==> config.mk <==
export PLATFORM = sky130hd
export DESIGN_NAME = clock_wake_ctrl
export DESIGN_NICKNAME = d
export VERILOG_FILES = /design/src/rtl/clock_gate_pkg.sv /design/src/rtl/clock_wake_ctrl.sv
export SDC_FILE = /design/constraint.sdc
export NUM_CORES = 1
export LEC_CHECK = 0
export BUFFER_PORTS_ARGS = -buffer_cell sky130_fd_sc_hd__buf_4
export CAP_MARGIN = 20
export CORE_UTILIZATION = 35
export CTS_CLUSTER_DIAMETER = 120
export DETAILED_ROUTE_END_ITERATION = 10
export GPL_ROUTABILITY_DRIVEN = 0
export PLACE_DENSITY = 0.61
export SLEW_MARGIN = 20
export SYNTH_ARGS = -nofsm -noshare
export SYNTH_HDL_FRONTEND = slang
export SYNTH_SLANG_ARGS = --single-unit
==> constraint.sdc <==
create_clock -name clk_i -period 2.65 [get_ports clk_i]
set_clock_uncertainty 0.1 [all_clocks]
set_input_delay 0.265 -clock clk_i [delete_from_list [all_inputs] [get_ports clk_i]]
set_output_delay 0.265 -clock clk_i [all_outputs]
set_load 0.02 [all_outputs]
==> src/rtl/clock_gate_pkg.sv <==
// Shared definitions for the clock-gate handshake: controller states,
// gate enable shift-register depth and the shared counter width.
package clock_gate_pkg;

  localparam int unsigned GATE_DEPTH = 4;
  localparam int unsigned CNT_W      = 8;

  typedef enum logic [2:0] {
    ST_OFF,
    ST_WAKE,
    ST_RUN,
    ST_DRAIN,
    ST_COOL
  } wake_state_t;

endpackage

==> src/rtl/clock_wake_ctrl.sv <==
// Initiator side of the clock-gate handshake: wakes the gated clock on a job
// request, launches the core, and holds the clock for an idle window after done.
module clock_wake_ctrl
  import clock_gate_pkg::*;
#(
  parameter int unsigned IDLE_HOLD    = 8,
  parameter int unsigned WAKE_TIMEOUT = 16
) (
  input  logic clk_i,
  input  logic rst,
  input  logic req_valid,
  output logic req_ready,
  input  logic start_in,
  input  logic done_i,
  output logic clk_en,
  output logic clk_end,
  output logic job_go,
  output logic busy,
  output logic wake_err
);

  localparam logic [CNT_W-1:0] WAKE_LOAD = CNT_W'(WAKE_TIMEOUT);
  localparam logic [CNT_W-1:0] IDLE_LOAD = CNT_W'(IDLE_HOLD);
  localparam logic [CNT_W-1:0] COOL_LOAD = CNT_W'(GATE_DEPTH);
  localparam logic [CNT_W-1:0] CNT_ONE   = CNT_W'(1);

  wake_state_t      state_q, state_d;
  logic [CNT_W-1:0] cnt_q, cnt_d;
  logic             clk_en_d, clk_end_d, job_go_d, wake_err_d;
  logic             handshake;

  assign handshake = req_valid && req_ready;

  always_ff @(posedge clk_i or posedge rst) begin
    if (rst) begin
      state_q   <= ST_OFF;
      cnt_q     <= '0;
      clk_en    <= 1'b0;
      clk_end   <= 1'b0;
      job_go    <= 1'b0;
      req_ready <= 1'b0;
      busy      <= 1'b0;
      wake_err  <= 1'b0;
    end else begin
      state_q   <= state_d;
      cnt_q     <= cnt_d;
      clk_en    <= clk_en_d;
      clk_end   <= clk_end_d;
      job_go    <= job_go_d;
      req_ready <= (state_d == ST_OFF) || (state_d == ST_DRAIN);
      busy      <= (state_d != ST_OFF);
      wake_err  <= wake_err_d;
    end
  end

  always_comb begin
    state_d    = state_q;
    cnt_d      = cnt_q;
    clk_en_d   = 1'b0;
    clk_end_d  = 1'b0;
    job_go_d   = 1'b0;
    wake_err_d = wake_err;
    unique case (state_q)
      ST_OFF: begin
        if (handshake) begin
          clk_en_d = 1'b1;
          cnt_d    = WAKE_LOAD;
          state_d  = ST_WAKE;
        end
      end
      ST_WAKE: begin
        // Timeout fires on the edge whose decrement would reach zero,
        // so WAKE lasts at most WAKE_TIMEOUT cycles; start_in has priority.
        if (start_in) begin
          job_go_d = 1'b1;
          state_d  = ST_RUN;
        end else if (cnt_q <= CNT_ONE) begin
          wake_err_d = 1'b1;
          clk_end_d  = 1'b1;
          cnt_d      = COOL_LOAD;
          state_d    = ST_COOL;
        end else begin
          cnt_d = cnt_q - CNT_ONE;
        end
      end
      ST_RUN: begin
        if (done_i) begin
          cnt_d   = IDLE_LOAD;
          state_d = ST_DRAIN;
        end
      end
      ST_DRAIN: begin
        if (handshake) begin
          job_go_d = 1'b1;
          state_d  = ST_RUN;
        end else if (cnt_q == '0) begin
          clk_end_d = 1'b1;
          cnt_d     = COOL_LOAD;
          state_d   = ST_COOL;
        end else begin
          cnt_d = cnt_q - CNT_ONE;
        end
      end
      ST_COOL: begin
        if (cnt_q == '0) begin
          state_d = ST_OFF;
        end else begin
          cnt_d = cnt_q - CNT_ONE;
        end
      end
      default: begin
        state_d = ST_OFF;
      end
    endcase
  end

endmodule

After elaboration in Yosys (flattened, before gate mapping) --
Cells that the tools add are included.
Word-level totals: register bits 17, latch bits 0, RAM bits 0, ROM bits 0, input bits 5, output and inout port bits 6, word-level logic and storage cells 55, memories kept 0
Cells by class: add/sub/neg operators 1, multiply operators 0, divide/modulo/power cells 0, order comparisons 1, eq/ne operators 10, shift operators 0, muxes and demuxes 25, bitwise operators 1, reductions and logical operators 9
Operators with widths (count):
- $mux 8 | 7
- $pmux 8 s5 | 1
- $mux 3 | 7
- $pmux 3 s5 | 1
- $ne 2x2->1 const B | 5
- $eq 3x2->1 const B | 3
- $le 8x1->1 const B | 1
- $logic_not 8->1 | 1
- $sub 8x1->8 const B | 1
- $mux 1 | 7
- $logic_not 3->1 | 2
- $reduce_and 6->1 | 1
- $reduce_bool 5->1 | 1
- $pmux 1 s2 | 2
- $eq 3x1->1 const B | 1
- $eq 3x3->1 const B | 1
- $reduce_and 3->1 | 1
- $reduce_bool 3->1 | 1
- $logic_and 1x1->1 | 1
- $logic_or 1x1->1 | 1
- $not 1->1 | 1

Depth between registers and ports, before layout --
word-level depth 6, gate-level depth with buffers 7, mapped depth without buffers 7

Worst setup path before layout --
No wires, ideal clock.
kind register to register, start point reg cnt_q[0], end point reg cnt_q[4], setup time 66 ps, arrival 1948 ps, required time 2484 ps, setup slack 536 ps, stages on the path, launching flop included 8, buffers on the path 0, cell sequence dfrtp_1 inv_1 ha_1 or4b_1 a21oi_2 nor2_4 o311ai_1 a22o_1
Between the ends: longest elaborated chain between the ends 4, elaborated cells on any way between the ends 11, classes of those cells add/sub (1); order compare (1); eq/ne (1); mux (6); reduce/logical (2)
RTL lines:
- start: declaration | line clock_wake_ctrl.sv:28 | logic [CNT_W-1:0] cnt_q, cnt_d;
- start signal: assignment | line clock_wake_ctrl.sv:46 | cnt_q <= cnt_d;
- $sub 8x1->8, or another cell as far along | line clock_wake_ctrl.sv:83, clock_wake_ctrl.sv:101, clock_wake_ctrl.sv:108
- $mux 8 (on tied branches) | line clock_wake_ctrl.sv:96, clock_wake_ctrl.sv:77
- $mux 8 (on tied branches) | line clock_wake_ctrl.sv:93, clock_wake_ctrl.sv:74
- $pmux 8 s5 | line clock_wake_ctrl.sv:63 | unique case (state_q)
Several ways; a longest one is shown, not always the timed one. The select of a mux whose other input is x is not followed. A chain may end at the register's enable or synchronous reset.

Worst setup path after layout --
Same ends and word-level chain as after synthesis.

==> reports/qor.csv <==
stage;metric;value;unit
run_status;status;finished, final reports clean;
drt;firstDrtPassIters;4;
final_layout;diodes;0;
drt;wl_per_cell;16.1;um
timing;rsz0062_at_grt;false;
clocking;cts-hold-fix-buffers;1;
synth;yosysMostFrequentCell;dfrtp_1;
synth;synth_enable_flop_cells;0;
global_route;grt_overflow;0;
timing;max_freq;432;MHz
final_layout;area_growth;12.2;%
final_layout;fin_nets;130;
clocking;cts-root-buf;clkbuf_4;
global_route;first_global_vias;902;
clocking;clk_path_buf_depth;2;
synth;syn_nets;118;
synth;yosysTopAreaCell;dfrtp_1;
global_route;grt.total_usage;16.3;%
clocking;cts_resized;0;
clocking;clock_latency;0.29;ns
drt;totalWireLength;2450;um
floorplanning;top_level_ports;11;
worst_hold_path;hold_path.class;input pin to flip-flop;
timing;final-max-slew-violation-count;0;
pwr;vdd_drop_max;0.000573;V
drt;ant_nets;0;
synth;syn_inst;110;
clocking;clk_pin_slew;0.10;ns
final_layout;final_layout_size_suffix_gt1_share;21.5;%
floorplanning;die_area;0.00332;sq mm
worst_setup_path;crit_path_end_kind;flip-flop;
global_route;use_met1;21.8;%
synth;yosys_most_used_dff;dfrtp_1;
timing;worst_slew_pin_slew;0.647;ns
placement;dpl-instance-area;0.00118;sq mm
timing;fin_crit;2.31;ns
worst_setup_path;crit_type;flip-flop to flip-flop;
worst_setup_path;cp.arrival;2.45;ns
global_route;met3_usage;4.02;%
drt;drc;0;
synth;avgSynthCellArea;9.85;sq um
worst_setup_path;crit_fanout;6;
pwr;p_leak;0.535;nW
global_route;top_usage_layer;met2;
global_route;met2_usage;26.4;%
timing;finalHoldViolCount;0;
synth;ys_warn_count;0;
floorplanning;num_rows;19;
placement;port_buffers;10;
drt;via_per_inst;5.89;
global_route;grt_pass1_wl;4150;um
clocking;cts-htree-levels;1;
clocking;cts_setup_buffers;0;
drt;drtIter0Drc;15;
run;max-cap-violations;0;
placement;dp_hpwl;1810;um
clocking;clock-sinks;17;
pwr;cellPowerDensity;1290;mW/mm^2
synth;synth_area_leaders;dfrtp_1 (39%), ha_1 (3.5%), a2111oi_4 (2.5%);
worst_setup_path;cp.required;2.78;ns
synth;ys_seq_area_share;39.3;%
synth;netlist_area;0.00108;sq mm
floorplanning;initial_core_util;38.0;%
pwr;finalPower;0.00157;W
global_route;grt_max_degree;18;
drt;dr_total_vias;896;
timing;fin_crit_sh;87.3;%
timing;setup_violations;0;
synth;synthDistinctLibCells;45;
synth;async_flop_share;100;%
floorplanning;core-area;0.00285;sq mm
global_route;antenna_found_initial;0;
timing;finalSetupTns;0;ns
floorplanning;die_x;57.6;um
synth;ys_seq_elements;17;
final_layout;stdcell_area;0.00122;sq mm
final_layout;fin_util;42.6;%
clocking;cts_tree;done;
timing;slew_headroom;56.4;%
synth;synth_common_cells;dfrtp_1 (17), inv_1 (6), nand2_1 (6), nor2_1 (6);
floorplanning;die_h;57.6;um
synth;yosysTopAreaCellShare;39.3;%
clocking;cts-buffers-inserted;3;
worst_setup_path;cp-start-kind;flip-flop;
metal layers:
metal / wire (um) / part of all wire [%] / vias up
met3: 62 / 2.5 / 2
met5: 0 / 0 / -
met1: 1150 / 47 / 443
li1: - / - / 438
met4: 13 / 0.53 / 0
met2: 1220 / 50 / 13
sequential cells by signal, summed over array words and instances, names as in the netlist:
name and flops:
busy 1, clk_en 1, clk_end 1, cnt_q 8
job_go 1, req_ready 1, state_q 3, wake_err 1
worst max-delay path, cell delays in order, from the launching register on:
cell and delay [ns]:
dfrtp_1 0.40, inv_1 0.10, ha_1 0.27, or4b_1 0.54, a21oi_2 0.28, nor2_4 0.10
o311ai_1 0.29, a22o_1 0.19
area by class of cell:
class / count / area, sq um
flip-flops and latches: 17 / 425
clock buffers: 3 / 22.5
fillers: 299 / 1640
repair buffers: 11 / 85.1
multi-input cells: 83 / 617
inverters: 6 / 22.5
clock inverters: 1 / 5.00
well taps: 31 / 38.8
per-stage QoR:
step / hold WS [ns] / setup slack, ns / std cells
floorplan: 0.0911 / 0.536 / 110
global placement: 0.293 / 0.457 / 147
detailed placement: 0.294 / 0.369 / 147
CTS: 0.181 / 0.341 / 152
global route: 0.180 / 0.194 / 152
finish: 0.191 / 0.336 / 152
power by group:
group | total [W] | leakage [nW] | switching (W) | internal, W
clock | 0.000141 | 0.0177 | 0.0000846 | 0.0000561
combinational | 0.000930 | 0.297 | 0.000526 | 0.000404
sequential | 0.000500 | 0.220 | 0.000141 | 0.000359
kinds of logic after synthesis:
group           after synthesis  share of synthesized area, %
simple gates                 43                          26.6
compound gates               35                          25.1
flops                        17                          39.3
buf+inv                      10                          3.81
fa+ha+maj                     3                          3.46
mux                           2                          1.85
layout by cell type (no fill, tap or decap), drive strengths merged, types with 2 or more instances in the layout:
cell type and instances:
nand2b 4, mux2i 2, nor2 7, nand4 2, o21ai 8, a21oi 6
a31oi 2, clkbuf 3, a211oi 2, nand2 6, inv 6, nor2b 4
ha 3, nor4 4, and4b 2, buf 10, a31o 3, nor3 3
dfrtp 17, o31ai 2, or4b 2, a22o 3, nand3 2, o21bai 2
worst paths after layout:
| path | start | to | slack [ns] | cells after the start |
|---|---|---|---|---|
| min in group asynchronous | rst | state_q[1]$_DFF_PP0_ | 0.52 | 3 |
| worst min-delay path | start_in | job_go$_DFF_PP0_ | 0.19 | 3 |
| worst max-delay path | cnt_q[0]$_DFFE_PP0P_ | cnt_q[4]$_DFFE_PP0P_ | 0.34 | 7 |
| worst max register to register | cnt_q[0]$_DFFE_PP0P_ | cnt_q[4]$_DFFE_PP0P_ | 0.34 | 7 |
| worst min register to register | wake_err$_DFFE_PP0P_ | wake_err$_DFFE_PP0P_ | 0.39 | 1 |
| max in group asynchronous | rst | cnt_q[6]$_DFFE_PP0P_ | 1.51 | 3 |
Power figures use the tool's default switching activity.
